<file path="src/rtl/writeback_arbiter_if.sv">
// Writeback arbiter bus: ALU and load result streams in, register-bank write port
// and pending-register mask out.
interface writeback_arbiter_if;
   logic        alu_valid;
   logic        alu_ready;
   logic [3:0]  alu_dest;
   logic [31:0] alu_data;
   logic        ld_valid;
   logic        ld_ready;
   logic [3:0]  ld_dest;
   logic [31:0] ld_data;
   logic        wb_en;
   logic [3:0]  dest;
   logic [31:0] Din;
   logic [15:0] pend_mask;

   modport master (
      output alu_valid, alu_dest, alu_data, ld_valid, ld_dest, ld_data,
      input  alu_ready, ld_ready, wb_en, dest, Din, pend_mask
   );

   modport slave (
      input  alu_valid, alu_dest, alu_data, ld_valid, ld_dest, ld_data,
      output alu_ready, ld_ready, wb_en, dest, Din, pend_mask
   );
endinterface

</file>
<file path="src/rtl/writeback_arbiter.sv">
// Writeback arbiter: merges single-cycle ALU results with FIFO-buffered load results
// onto the register-bank write port, with WAW kill bits and bounded load starvation.
module writeback_arbiter #(
   parameter int DEPTH        = 4,
   parameter int STARVE_LIMIT = 8
) (
   input  logic               clk,
   input  logic               rst_n,
   writeback_arbiter_if.slave bus
);
   localparam int AW = $clog2(DEPTH);
   localparam int CW = $clog2(STARVE_LIMIT + 1);

   logic [AW:0]      wr_ptr_q, wr_ptr_d;
   logic [AW:0]      rd_ptr_q, rd_ptr_d;
   logic [AW:0]      occupancy;
   logic [AW-1:0]    wr_idx, rd_idx;
   logic [DEPTH-1:0] kill_q, kill_d;
   logic [DEPTH-1:0] live, dest_hit;
   logic [CW-1:0]    starve_q, starve_d;
   logic             wb_en_q, wb_en_d;
   logic [3:0]       dest_q, dest_d;
   logic [31:0]      din_q, din_d;
   logic [15:0]      pend_mask;
   logic             full, empty, starved;
   logic             alu_fire, push, pop;

   logic [3:0]       dest_mem [DEPTH];
   logic [31:0]      data_mem [DEPTH];

   assign wr_idx    = wr_ptr_q[AW-1:0];
   assign rd_idx    = rd_ptr_q[AW-1:0];
   assign occupancy = wr_ptr_q - rd_ptr_q;
   assign empty     = (wr_ptr_q == rd_ptr_q);
   assign full      = (wr_ptr_q[AW] != rd_ptr_q[AW]) && (wr_idx == rd_idx);

   // Starved: the ALU is held off for exactly this cycle so the head drains.
   assign starved   = (starve_q == CW'(STARVE_LIMIT));

   assign alu_fire  = bus.alu_valid && !starved;
   assign push      = bus.ld_valid && !full;
   assign pop       = !alu_fire && !empty;

   assign bus.alu_ready = !starved;
   assign bus.ld_ready  = !full;
   assign bus.wb_en     = wb_en_q;
   assign bus.dest      = dest_q;
   assign bus.Din       = din_q;
   assign bus.pend_mask = pend_mask;

   // An entry is live when its distance from the read pointer is inside the occupancy.
   for (genvar gi = 0; gi < DEPTH; gi++) begin : g_entry
      logic [AW-1:0] offset;
      assign offset       = AW'(gi) - rd_idx;
      assign live[gi]     = ({1'b0, offset} < occupancy);
      assign dest_hit[gi] = live[gi] && (dest_mem[gi] == bus.alu_dest);
   end

   always_comb begin
      pend_mask = '0;
      for (int i = 0; i < DEPTH; i++) begin
         if (live[i] && !kill_q[i]) begin
            pend_mask[dest_mem[i]] = 1'b1;
         end
      end
   end

   // Queued loads are older than any ALU result arriving now, so a matching
   // ALU write supersedes them, including a load pushed in the same cycle.
   always_comb begin
      kill_d = kill_q;
      if (alu_fire) begin
         kill_d = kill_q | dest_hit;
      end
      if (push) begin
         kill_d[wr_idx] = alu_fire && (bus.alu_dest == bus.ld_dest);
      end
   end

   always_comb begin
      wr_ptr_d = wr_ptr_q + {{AW{1'b0}}, push};
      rd_ptr_d = rd_ptr_q + {{AW{1'b0}}, pop};
   end

   always_comb begin
      starve_d = starve_q;
      if (pop || empty) begin
         starve_d = '0;
      end else if (alu_fire) begin
         starve_d = starve_q + CW'(1);
      end
   end

   // A killed head still consumes its grant but produces no write; address/data hold.
   always_comb begin
      wb_en_d = 1'b0;
      dest_d  = dest_q;
      din_d   = din_q;
      if (alu_fire) begin
         wb_en_d = 1'b1;
         dest_d  = bus.alu_dest;
         din_d   = bus.alu_data;
      end else if (pop && !kill_q[rd_idx]) begin
         wb_en_d = 1'b1;
         dest_d  = dest_mem[rd_idx];
         din_d   = data_mem[rd_idx];
      end
   end

   always_ff @(posedge clk or negedge rst_n) begin
      if (!rst_n) begin
         wr_ptr_q <= '0;
         rd_ptr_q <= '0;
         kill_q   <= '0;
         starve_q <= '0;
         wb_en_q  <= 1'b0;
         dest_q   <= '0;
         din_q    <= '0;
      end else begin
         wr_ptr_q <= wr_ptr_d;
         rd_ptr_q <= rd_ptr_d;
         kill_q   <= kill_d;
         starve_q <= starve_d;
         wb_en_q  <= wb_en_d;
         dest_q   <= dest_d;
         din_q    <= din_d;
      end
   end

   // Payload storage needs no reset: liveness comes only from the pointers.
   always_ff @(posedge clk) begin
      if (push) begin
         dest_mem[wr_idx] <= bus.ld_dest;
         data_mem[wr_idx] <= bus.ld_data;
      end
   end

   a_starve_nonempty: assert property (@(posedge clk) disable iff (!rst_n)
      starved |-> !empty);
   a_occupancy_bound: assert property (@(posedge clk) disable iff (!rst_n)
      occupancy <= (AW+1)'(DEPTH));
   a_starve_bound: assert property (@(posedge clk) disable iff (!rst_n)
      starve_q <= CW'(STARVE_LIMIT));

endmodule

</file>
<file path="src/flat_wrapper.sv">
// flat-port wrapper written by rule: the top's interface ports become plain ports
module writeback_arbiter_flat 
#(
   parameter int DEPTH        = 4,
   parameter int STARVE_LIMIT = 8
)
  (clk, rst_n, bus_alu_valid, bus_alu_dest, bus_alu_data, bus_ld_valid, bus_ld_dest, bus_ld_data, bus_alu_ready, bus_ld_ready, bus_wb_en, bus_dest, bus_Din, bus_pend_mask);
  writeback_arbiter_if bus_i ();
  input  logic clk;
  input  logic rst_n;
  input wire logic [$bits(bus_i.alu_valid)-1:0] bus_alu_valid;
  input wire logic [$bits(bus_i.alu_dest)-1:0] bus_alu_dest;
  input wire logic [$bits(bus_i.alu_data)-1:0] bus_alu_data;
  input wire logic [$bits(bus_i.ld_valid)-1:0] bus_ld_valid;
  input wire logic [$bits(bus_i.ld_dest)-1:0] bus_ld_dest;
  input wire logic [$bits(bus_i.ld_data)-1:0] bus_ld_data;
  output wire logic [$bits(bus_i.alu_ready)-1:0] bus_alu_ready;
  output wire logic [$bits(bus_i.ld_ready)-1:0] bus_ld_ready;
  output wire logic [$bits(bus_i.wb_en)-1:0] bus_wb_en;
  output wire logic [$bits(bus_i.dest)-1:0] bus_dest;
  output wire logic [$bits(bus_i.Din)-1:0] bus_Din;
  output wire logic [$bits(bus_i.pend_mask)-1:0] bus_pend_mask;
  assign bus_i.alu_valid = bus_alu_valid;
  assign bus_i.alu_dest = bus_alu_dest;
  assign bus_i.alu_data = bus_alu_data;
  assign bus_i.ld_valid = bus_ld_valid;
  assign bus_i.ld_dest = bus_ld_dest;
  assign bus_i.ld_data = bus_ld_data;
  assign bus_alu_ready = bus_i.alu_ready;
  assign bus_ld_ready = bus_i.ld_ready;
  assign bus_wb_en = bus_i.wb_en;
  assign bus_dest = bus_i.dest;
  assign bus_Din = bus_i.Din;
  assign bus_pend_mask = bus_i.pend_mask;
  writeback_arbiter #(.DEPTH(DEPTH), .STARVE_LIMIT(STARVE_LIMIT)) u_core (.clk(clk), .rst_n(rst_n), .bus(bus_i));
endmodule
</file>
<file path="config.mk">
export PLATFORM = sky130hd
export DESIGN_NAME = writeback_arbiter_flat
export DESIGN_NICKNAME = d
export VERILOG_FILES = /design/src/rtl/writeback_arbiter_if.sv /design/src/rtl/writeback_arbiter.sv /design/src/flat_wrapper.sv
export SDC_FILE = /design/constraint.sdc
export NUM_CORES = 1
export LEC_CHECK = 0
export ABC_AREA = 1
export BUFFER_PORTS_ARGS = -buffer_cell sky130_fd_sc_hd__buf_2
export CORE_MARGIN = 3
export CORE_UTILIZATION = 50
export DETAILED_ROUTE_END_ITERATION = 8
export PLACE_DENSITY = 0.83
export SETUP_SLACK_MARGIN = 0.5
export SLEW_MARGIN = 0
export SYNTH_ARGS = -nofsm -noshare
export SYNTH_HDL_FRONTEND = slang
export SYNTH_SLANG_ARGS = --single-unit
</file>
<file path="constraint.sdc">
create_clock -name clk -period 7 [get_ports clk]
set_clock_uncertainty 0.2 [all_clocks]
set_input_delay 0 -clock clk [delete_from_list [all_inputs] [get_ports clk]]
set_output_delay 0 -clock clk [all_outputs]
set_load 0.05 [all_outputs]
</file>
== Yosys cells after proc, flatten, opt, wreduce, memory -nomap -nowiden ==
Memories as Yosys holds them, arrays and structs flattened.
Index checks and enable logic that the tools add are counted.
Operators by class
  add/sub/neg operators: 8
  magnitude comparators: 15
  equality and inequality tests: 9
  multiplexer cells: 29
  bitwise gates (word level): 4
  reduce and logical (&&, ||, !) cells: 31
Operator list (count)
  16-bit 2-to-1 mux: 4
  32-bit 2-to-1 mux: 2
  16-bit bitwise OR: 3
  4-bit 2-to-1 mux: 6
  4-bit equality test: 5
  4-bit by 5-bit less-than comparator with 1-bit output (second input constant): 4
  1-bit logical AND: 19
  1-bit demux with 4-bit select: 4
  4-bit by 1-bit greater-or-equal comparator with 1-bit output (second input constant): 4
  2-bit by 3-bit less-than comparator with 1-bit output: 4
  1-bit 2-to-1 mux: 10
  1-bit zero test: 9
  3-bit by 1-bit adder with 3-bit output: 2
  2-bit by 3-bit less-than comparator with 1-bit output (second input constant): 2
  4-bit by 1-bit adder with 4-bit output (second input constant): 1
  4-bit bitwise mux: 1
  4-bit equality test (second input constant): 1
  4-bit bitwise OR: 1
  2-bit nonzero test: 2
  1-bit by 2-bit subtractor with 2-bit output (first input constant): 2
  2-bit subtractor (first input constant): 2
  3-bit equality test: 1
  3-bit subtractor: 1
  1-bit binary-select mux with 2-bit select: 1
  other kinds (5): 5
Storage, ports and cells
  bits in registers: 51
  bits in writable memories: 144
  input port bits: 76
  output and inout port bits: 55
  word-level logic and storage cells: 105
  memories kept: 2
Memory list
  u_core.data_mem: words 4, bits a word 32, rd ports 1, clocked after Yosys merged registers in 0, wr ports 1, line writeback_arbiter.sv:29  | logic [31:0] data_mem [DEPTH];
  u_core.dest_mem: words 4, bits a word 4, rd ports 5, clocked after Yosys merged registers in 0, wr ports 1, line writeback_arbiter.sv:28  | logic [3:0] dest_mem [DEPTH];

== Depth between registers and ports, before layout ==
Gate-level depths: netlist (run 1).
  depth after elaboration: 11
  depth in mapped cells: 15
  depth with buffers taken out: 13

== Worst setup path before layout (run 1) ==
OpenSTA, ideal clock, no wires.
  kind: register -> register
  start: register u_core.rd_ptr_q[1]
  end: memory u_core.data_mem[0][0] (enable)
  arrival: 2.304 ns
  required time: 6.409 ns
  setup slack: 4.105 ns
  stages on the path, launching flop included: 6
  buffers on the path: 0
  period minus slack after synthesis: 2.895 ns
  path through: dfrtp_1 inv_1 ha_1 nand4_1 nand3_1 inv_1
Between the ends
  word-level cells in the longest chain between the ends: 6
Ends and longest elaborated chain
  from (decl): line writeback_arbiter.sv:15  | logic [AW:0] rd_ptr_q, rd_ptr_d;
  from (signal assigned): line writeback_arbiter.sv:121  | rd_ptr_q <= rd_ptr_d;
  2-bit equality test: line writeback_arbiter.sv:35  | assign full = (wr_ptr_q[AW] != rd_ptr_q[AW]) && (wr_idx == rd_idx);
  1-bit logical AND: line writeback_arbiter.sv:35
  1-bit zero test
  via bus_ld_ready: line flat_wrapper.sv:18  | output wire logic [$bits(bus_i.ld_ready)-1:0] bus_ld_ready;
  1-bit logical AND: line writeback_arbiter.sv:41  | assign push = bus.ld_valid && !full;
  1-bit 2-to-1 mux: line writeback_arbiter.sv:132  | if (push) begin
  1-bit 2-to-1 mux (not written as such): line writeback_arbiter.sv:134  | data_mem[wr_idx] <= bus.ld_data;
  to (decl): line writeback_arbiter.sv:29
The timed path passes the listed nets, and every way through them passes these cells.

== Final worst setup path (run 1) ==
  start: register u_core.wr_ptr_q[0]
  end: output bus_pend_mask[12]
Between the ends
  word-level cells in the longest chain between the ends: 10
  elaborated cells between the ends (all ways): 16
  those cells by class: add/sub: 1; order compare: 4; mux: 4; bitwise: 3; reduce/logical: 4
Ends and longest elaborated chain
  from (decl): line writeback_arbiter.sv:14  | logic [AW:0] wr_ptr_q, wr_ptr_d;
  from (signal assigned): line writeback_arbiter.sv:120  | wr_ptr_q <= wr_ptr_d;
  3-bit subtractor *: line writeback_arbiter.sv:33  | assign occupancy = wr_ptr_q - rd_ptr_q;
  2-bit by 3-bit less-than comparator with 1-bit output: line writeback_arbiter.sv:55  | assign live[gi] = ({1'b0, offset} < occupancy);
  1-bit logical AND: line writeback_arbiter.sv:62  | if (live[i] && !kill_q[i]) begin
  16-bit 2-to-1 mux: line writeback_arbiter.sv:62
  16-bit bitwise OR (no source line)
  16-bit 2-to-1 mux: line writeback_arbiter.sv:62
  16-bit bitwise OR (no source line)
  16-bit 2-to-1 mux: line writeback_arbiter.sv:62
  16-bit bitwise OR (no source line)
  16-bit 2-to-1 mux *: line writeback_arbiter.sv:62
  to (decl): line flat_wrapper.sv:22  | output wire logic [$bits(bus_i.pend_mask)-1:0] bus_pend_mask;
Mark *: on every way between the ends. The rest lies on a longest branch, timed or not.

==> summary.txt, run 1 <==
STA
  • Period utilization: 50.1%
  • Max_slew headroom: 36.7%
  • Slew of the pin with the lowest slew margin: 948 ps
  • Worst Hold Margin: 57.1 ps
  • Setup TNS Final: 0 ps
  • Fmax: 285 MHz
  • Hold Fails Final Rpt: 0
  • Final setup vio count: 0
  • RSZ-0062 raised after global routing: no
  • Fin crit period: 3510 ps
  • Max-slew violation count: 0

Power
  • Pwr/cell area: 454 nW/um2
  • Max VDD drop: 349 uV
  • Static leakage: 0.00515 uW

Floorplanning
  • Die Y: 142 um
  • I/O pin count: 131
  • Starting Density: 51.3%
  • Core footprint: 18,100 um2
  • Std-Cell Rows: 49
  • Die area: 20,300 um2
  • Die W: 142 um

Layout
  • Synth-to-layout area growth: 23.0%
  • Share of cells above drive strength 1: 15.1%
  • Final core utilization: 63.0%
  • N_diodes: 0
  • Total Nets Final: 1,275

Route
  • Detailed Routing Iterations Pass 1: 6
  • Number of vias per cell: 5.51
  • DR DRC count: 0
  • Final ANT Viol Nets: 0
  • Initial DRC Count: 678
  • WL/cell: 17.4 um
  • WL final: 24,800 um
  • Via count: 7,865

Clock tree
  • TritonCTS clock tree: built
  • Post-cts resize count: 0
  • Clock buffer depth: 2
  • CTS Sinks: 195
  • Worst skew pair latency: 430 ps
  • # H-tree levels: 4
  • Worst-path clk slew: 70 ps
  • Num CTS Buffers: 17
  • Clock root buffer master: clkbuf_16

Critical path
  • CP Data Required Time: 6800 ps
  • Critical path capture point type: output pin
  • Arrival time worst endpoint: 3310 ps
  • WS Path Type: reg -> out
  • R2R Path Start: u_core.rd_ptr_q[1]
  • Largest fanout on the critical path: 13
  • Nature of the critical path startpoint: flop
  • Setup crit start: u_core.wr_ptr_q[0]

Synthesis
  • Count leader, synth: nand2_1
  • Netlist cell types: 30
  • Cell count after synthesis: 991
  • Main synth FF type: edfxtp_1
  • Synth warn: 0
  • Syn_area_per_cell: 9.39 um2
  • Commonest cells in the netlist: 405 x nand2_1, 144 x edfxtp_1, 76 x nand4_1
  • Cell Area, Synth: 9300 um2
  • Top cells by area, synth: edfxtp_1 46%, nand2_1 16%, dfrtp_1 14%
  • Yosys reg bits: 195
  • Post-synth top area share: 46.5%
  • Cell taking the most area after synthesis: edfxtp_1
  • Register area share after synthesis: 60.2%
  • Syn Nets: 1,081
  • Synth async-reset ratio: 26.2%
  • Number of synthesized flops with an enable pin: 144

Global routing
  • Largest net degree at the start of global routing: 74
  • Vias in the first global route: 7,895
  • GRT Util Overall: 24.7%
  • Global-route wire length before repair: 39,300 um
  • Antenna violations before repair: 0
  • GRT overflow: 0

Run
  • Max Cap Viol: 0

Place
  • Buffers on Ports: 130
  • HPWL Detailed: 14,800 um
  • Final Wtd Congestion: 0.989

Status
  • Status: finished, final reports clean

Min path
  • Hold Path Class: in -> async
-- through the flow --
step           instances  worst slack (ps)  cell area [um2]  total power [uW]
2_1_floorplan        991              4110             9300              3600
5_1_grt             1427              3230            11400              5500
6_report            1427              3490            11400              5200
3_3_place_gp        1316              4030            10100              4090
3_5_place_dp        1316              3950            10100              4160
4_1_cts             1427              3490            11400              5150
-- report_power, final --
| group | leakage (uW) | internal (uW) | switching [uW] | total, uW |
|---|---|---|---|---|
| combinational | 0.00293 | 606 | 1860 | 2460 |
| sequential | 0.00194 | 1600 | 180 | 1780 |
| clock | 0.000272 | 538 | 415 | 954 |
| total | 0.00515 | 2750 | 2450 | 5200 |
-- worst paths after layout --
| check | endpoint | slack, ps | cells after the start |
|---|---|---|---|
| setup / recovery | bus_pend_mask[12] | 3490 | 13 |
| hold / removal | u_core.bus.Din[3] | 60 | 3 |
| setup reg to reg | u_core.bus.Din[15] | 3830 | 7 |
| hold reg to reg | u_core.starve_q[0] | 310 | 1 |
| max in group asynchronous | u_core.starve_q[1] | 6050 | 3 |
| min in group clk | u_core.data_mem[3][10] | 130 | 2 |
-- critical path, cell delays in order, from the launching register on --
cell and delay [ps]:
dfrtp_1 440, inv_1 100, ha_1 140, inv_1 60
fa_1 480, inv_1 80, ha_1 300, nand2_1 70
nand2_1 40, nand3_1 380, nand2_1 240, o21a_1 230
nand2_1 60, buf_2 250
-- logic make-up after synthesis --
| group | synth area share (%) |
|---|---|
| AO/OA/AOI/OAI | 1.29 |
| XOR/XNOR | 1.88 |
| adder cells (fa/ha/maj) | 1.96 |
| buffers and inverters | 5.78 |
| flip-flops | 60.2 |
| AND/OR/NAND/NOR | 28.9 |
-- state kept, by name, summed over array words and instances (netlist names) --
register and count:
u_core.data_mem 128, u_core.starve_q 4, u_core.dest_mem 16, u_core.rd_ptr_q 3
u_core.kill_q 4, u_core.bus.Din 32, u_core.bus.wb_en 1, u_core.bus.dest 4
u_core.wr_ptr_q 3
-- placed cells by master, fill, tap and decap left out, types with 2 or more instances in the layout --
master | synthesis | layout
buf_2 | 16 | 130
dlygate4sd3_1 | 0 | 79
edfxtp_1 | 144 | 144
clkbuf_1 | 11 | 3
clkinvlp_4 | 0 | 3
dfrtp_1 | 51 | 51
bufinv_16 | 0 | 2
nand3b_1 | 3 | 3
inv_6 | 0 | 3
xor2_1 | 5 | 5
nand3_1 | 74 | 74
o21a_1 | 5 | 5
clkinv_1 | 4 | 5
buf_4 | 11 | 11
clkbuf_16 | 0 | 17
inv_1 | 71 | 71
xnor2_1 | 15 | 15
nor2_1 | 54 | 53
ha_1 | 13 | 13
o21bai_1 | 2 | 2
nand3_2 | 4 | 4
a21oi_1 | 9 | 9
o21ai_0 | 2 | 2
nand4_1 | 76 | 76
nand2_1 | 405 | 405
nor2_2 | 2 | 3
-- cell type report --
class	instances	area [um2]
clock inverters	11	126
inverters	76	285
fillers	1387	6710
flip-flops and latches	195	5600
well taps	229	287
repair buffers	220	1520
multi-input cells	675	3170
clock buffers	21	450
-- routing by layer --
layer	up-vias	GRT usage, %	part of all wire, %
met3	66	3.76	7.3
li1	3682	-	-
met2	426	42.5	51
met5	-	0	0
met1	3691	30.7	39
met4	0	11.6	2.9
-- what timing repair did --
item | CTS | global route
endpoints found under the hold margin | 237 | 0
setup buffers | 0 | 0
hold buffers | 79 | 0
(Power assumes the default switching activity.)
==> inputs of run 2 (changes only) <==
PLACE_DENSITY = 0.86   (was 0.83)
clock period = 3.2 ns   (was 7 ns; I/O delays follow)
==> run 2 against run 1 <==
Against the previous run: final area increased by 5.0%; register-to-register slack worse by 3400 ps; combinational power grew to 2.8 times the previous value; core utilization rose by 3.2 points; die area stayed put; flip-flop and latch count unchanged; global-route usage up 1.2 points.
==> summary.txt, run 2 (synthesis results as in run 1) <==
STA
  • Max_slew headroom: 43.5%
  • Final setup vio count: 0
  • Fin crit period: 3110 ps
  • Hold Fails Final Rpt: 0
  • Max-slew violation count: 0
  • Worst Hold Margin: 13.0 ps
  • Period utilization: 97.3%
  • Final WS setup: 87.0 ps
  • Setup TNS Final: 0 ps
  • RSZ-0062 raised after global routing: yes
  • Slew of the pin with the lowest slew margin: 848 ps
  • Fmax: 321 MHz

Clock tree
  • # H-tree levels: 4
  • TritonCTS clock tree: built
  • Worst-path clk slew: 80 ps
  • CTS Sinks: 195
  • Clock buffer depth: 2
  • Num CTS Buffers: 17
  • Worst skew pair latency: 430 ps
  • Clock root buffer master: clkbuf_16

Place
  • HPWL Detailed: 15,300 um
  • Setup WS pre-CTS: 285 ps
  • Buffers on Ports: 130
  • Final Wtd Congestion: 1.04

Floorplanning
  • Core footprint: 18,100 um2
  • Die area: 20,300 um2
  • Std-Cell Rows: 49
  • Die W: 142 um
  • I/O pin count: 131
  • Starting Density: 51.3%
  • Die Y: 142 um

Min path
  • Hold Path Class: in -> async

Power
  • Pwr/cell area: 1070 nW/um2
  • Power after layout: 12,800 uW
  • Max VDD drop: 631 uV
  • Static leakage: 0.00530 uW

Route
  • DR DRC count: 0
  • Detailed Routing Iterations Pass 1: 6
  • WL/cell: 18.1 um
  • Number of vias per cell: 5.69
  • WL final: 26,300 um
  • Via count: 8,269
  • Initial DRC Count: 795
  • Final ANT Viol Nets: 0

Layout
  • Total Nets Final: 1,300
  • Commonest non-fill, non-tap cells in the layout: 400 x nand2_1, 144 x edfxtp_1, 114 x buf_2
  • Final core utilization: 66.2%
  • Reg with most FFs: u_core.data_mem
  • Share of cells above drive strength 1: 19.9%
  • Number of flip-flops under the largest register name: 128
  • Synth-to-layout area growth: 29.1%
  • Commonest non-fill, non-tap cell in the layout: nand2_1

Global routing
  • Antenna violations before repair: 2
  • Vias in the first global route: 8,200
  • Global-route wire length before repair: 41,000 um
  • Largest net degree at the start of global routing: 54
  • GRT Util Overall: 25.9%
  • GRT overflow: 0

Status
  • Status: finished, final reports clean

Run
  • Max Cap Viol: 0

Critical path
  • WS Path Type: reg -> out
  • Worst-path cell chain: inv_2, ha_4, inv_2, fa_1, inv_2, ha_1, nand2_2, nand2_4, nand3_4, nand4_1, nand2_1, inv_1, nand2_1, buf_6
  • Largest fanout on the critical path: 8
  • CP Data Required Time: 3000 ps
  • Most frequent cell on the critical path: inv_2
  • Critical path capture point type: output pin
  • Nature of the critical path startpoint: flop
  • Delay of the slowest critical-path stage: 490 ps
  • Slowest CP cell: fa_1
  • Arrival time worst endpoint: 2910 ps
## run 2: area by class of cell
cell class	instances	area [um2]
repair buffers	239	1820
flip-flops and latches	195	5600
inverters	76	289
multi-input cells	681	3470
clock buffers	21	462
well taps	229	287
fillers	1285	6130
clock inverters	11	77.6
diodes	2	5.00
## run 2: what timing repair did
action | 4_1_cts | 5_1_grt
gates resized for setup | 62 | 11
setup buffers | 12 | 4
hold buffers | 77 | 0
endpoints found under the setup margin | 18 | 39
pin swaps | 15 | 10
endpoints found under the hold margin | 220 | 0
gates cloned | 5 | 1
## run 2: worst paths after layout
| kind | from | end | slack [ps] | cells after the start |
|---|---|---|---|---|
| setup / recovery | u_core.wr_ptr_q[0] | bus_pend_mask[13] | 90 | 14 |
| hold / removal | rst_n | u_core.bus.Din[1] | 10 | 2 |
| setup reg to reg | u_core.wr_ptr_q[0] | u_core.kill_q[0] | 480 | 13 |
| hold reg to reg | u_core.starve_q[0] | u_core.starve_q[0] | 290 | 1 |
| max in group asynchronous | rst_n | u_core.starve_q[3] | 1960 | 3 |
| min in group clk | bus_ld_data[18] | u_core.data_mem[0][18] | 120 | 2 |
## run 2: power breakdown
group	total [uW]	internal [uW]	switching, uW
Combinational	6970	2120	4850
Sequential	3870	3500	365
Clock	1960	1050	915
## run 2: critical path: cells and delay by family (launching register included)
family | cells | cell delay [ps]
buffers and inverters | 5 | 410
adders and majority gates | 3 | 930
and+or+nand+nor | 6 | 720
DFF | 1 | 420
## run 2: layer usage
| metal | global-route usage [%] | routed length [um] |
|---|---|---|
| met1 | 31.1 | 9720 |
| met2 | 43.7 | 13100 |
| met3 | 5.54 | 2440 |
| met4 | 13.9 | 1080 |
| met5 | 0 | 0 |
## run 2: per-stage QoR
step,std cells,cell area [um2]
3_5_place_dp,1321,10200
2_1_floorplan,991,9350
3_3_place_gp,1321,10200
4_1_cts,1447,11900
5_1_grt,1454,12000
6_report,1454,12000
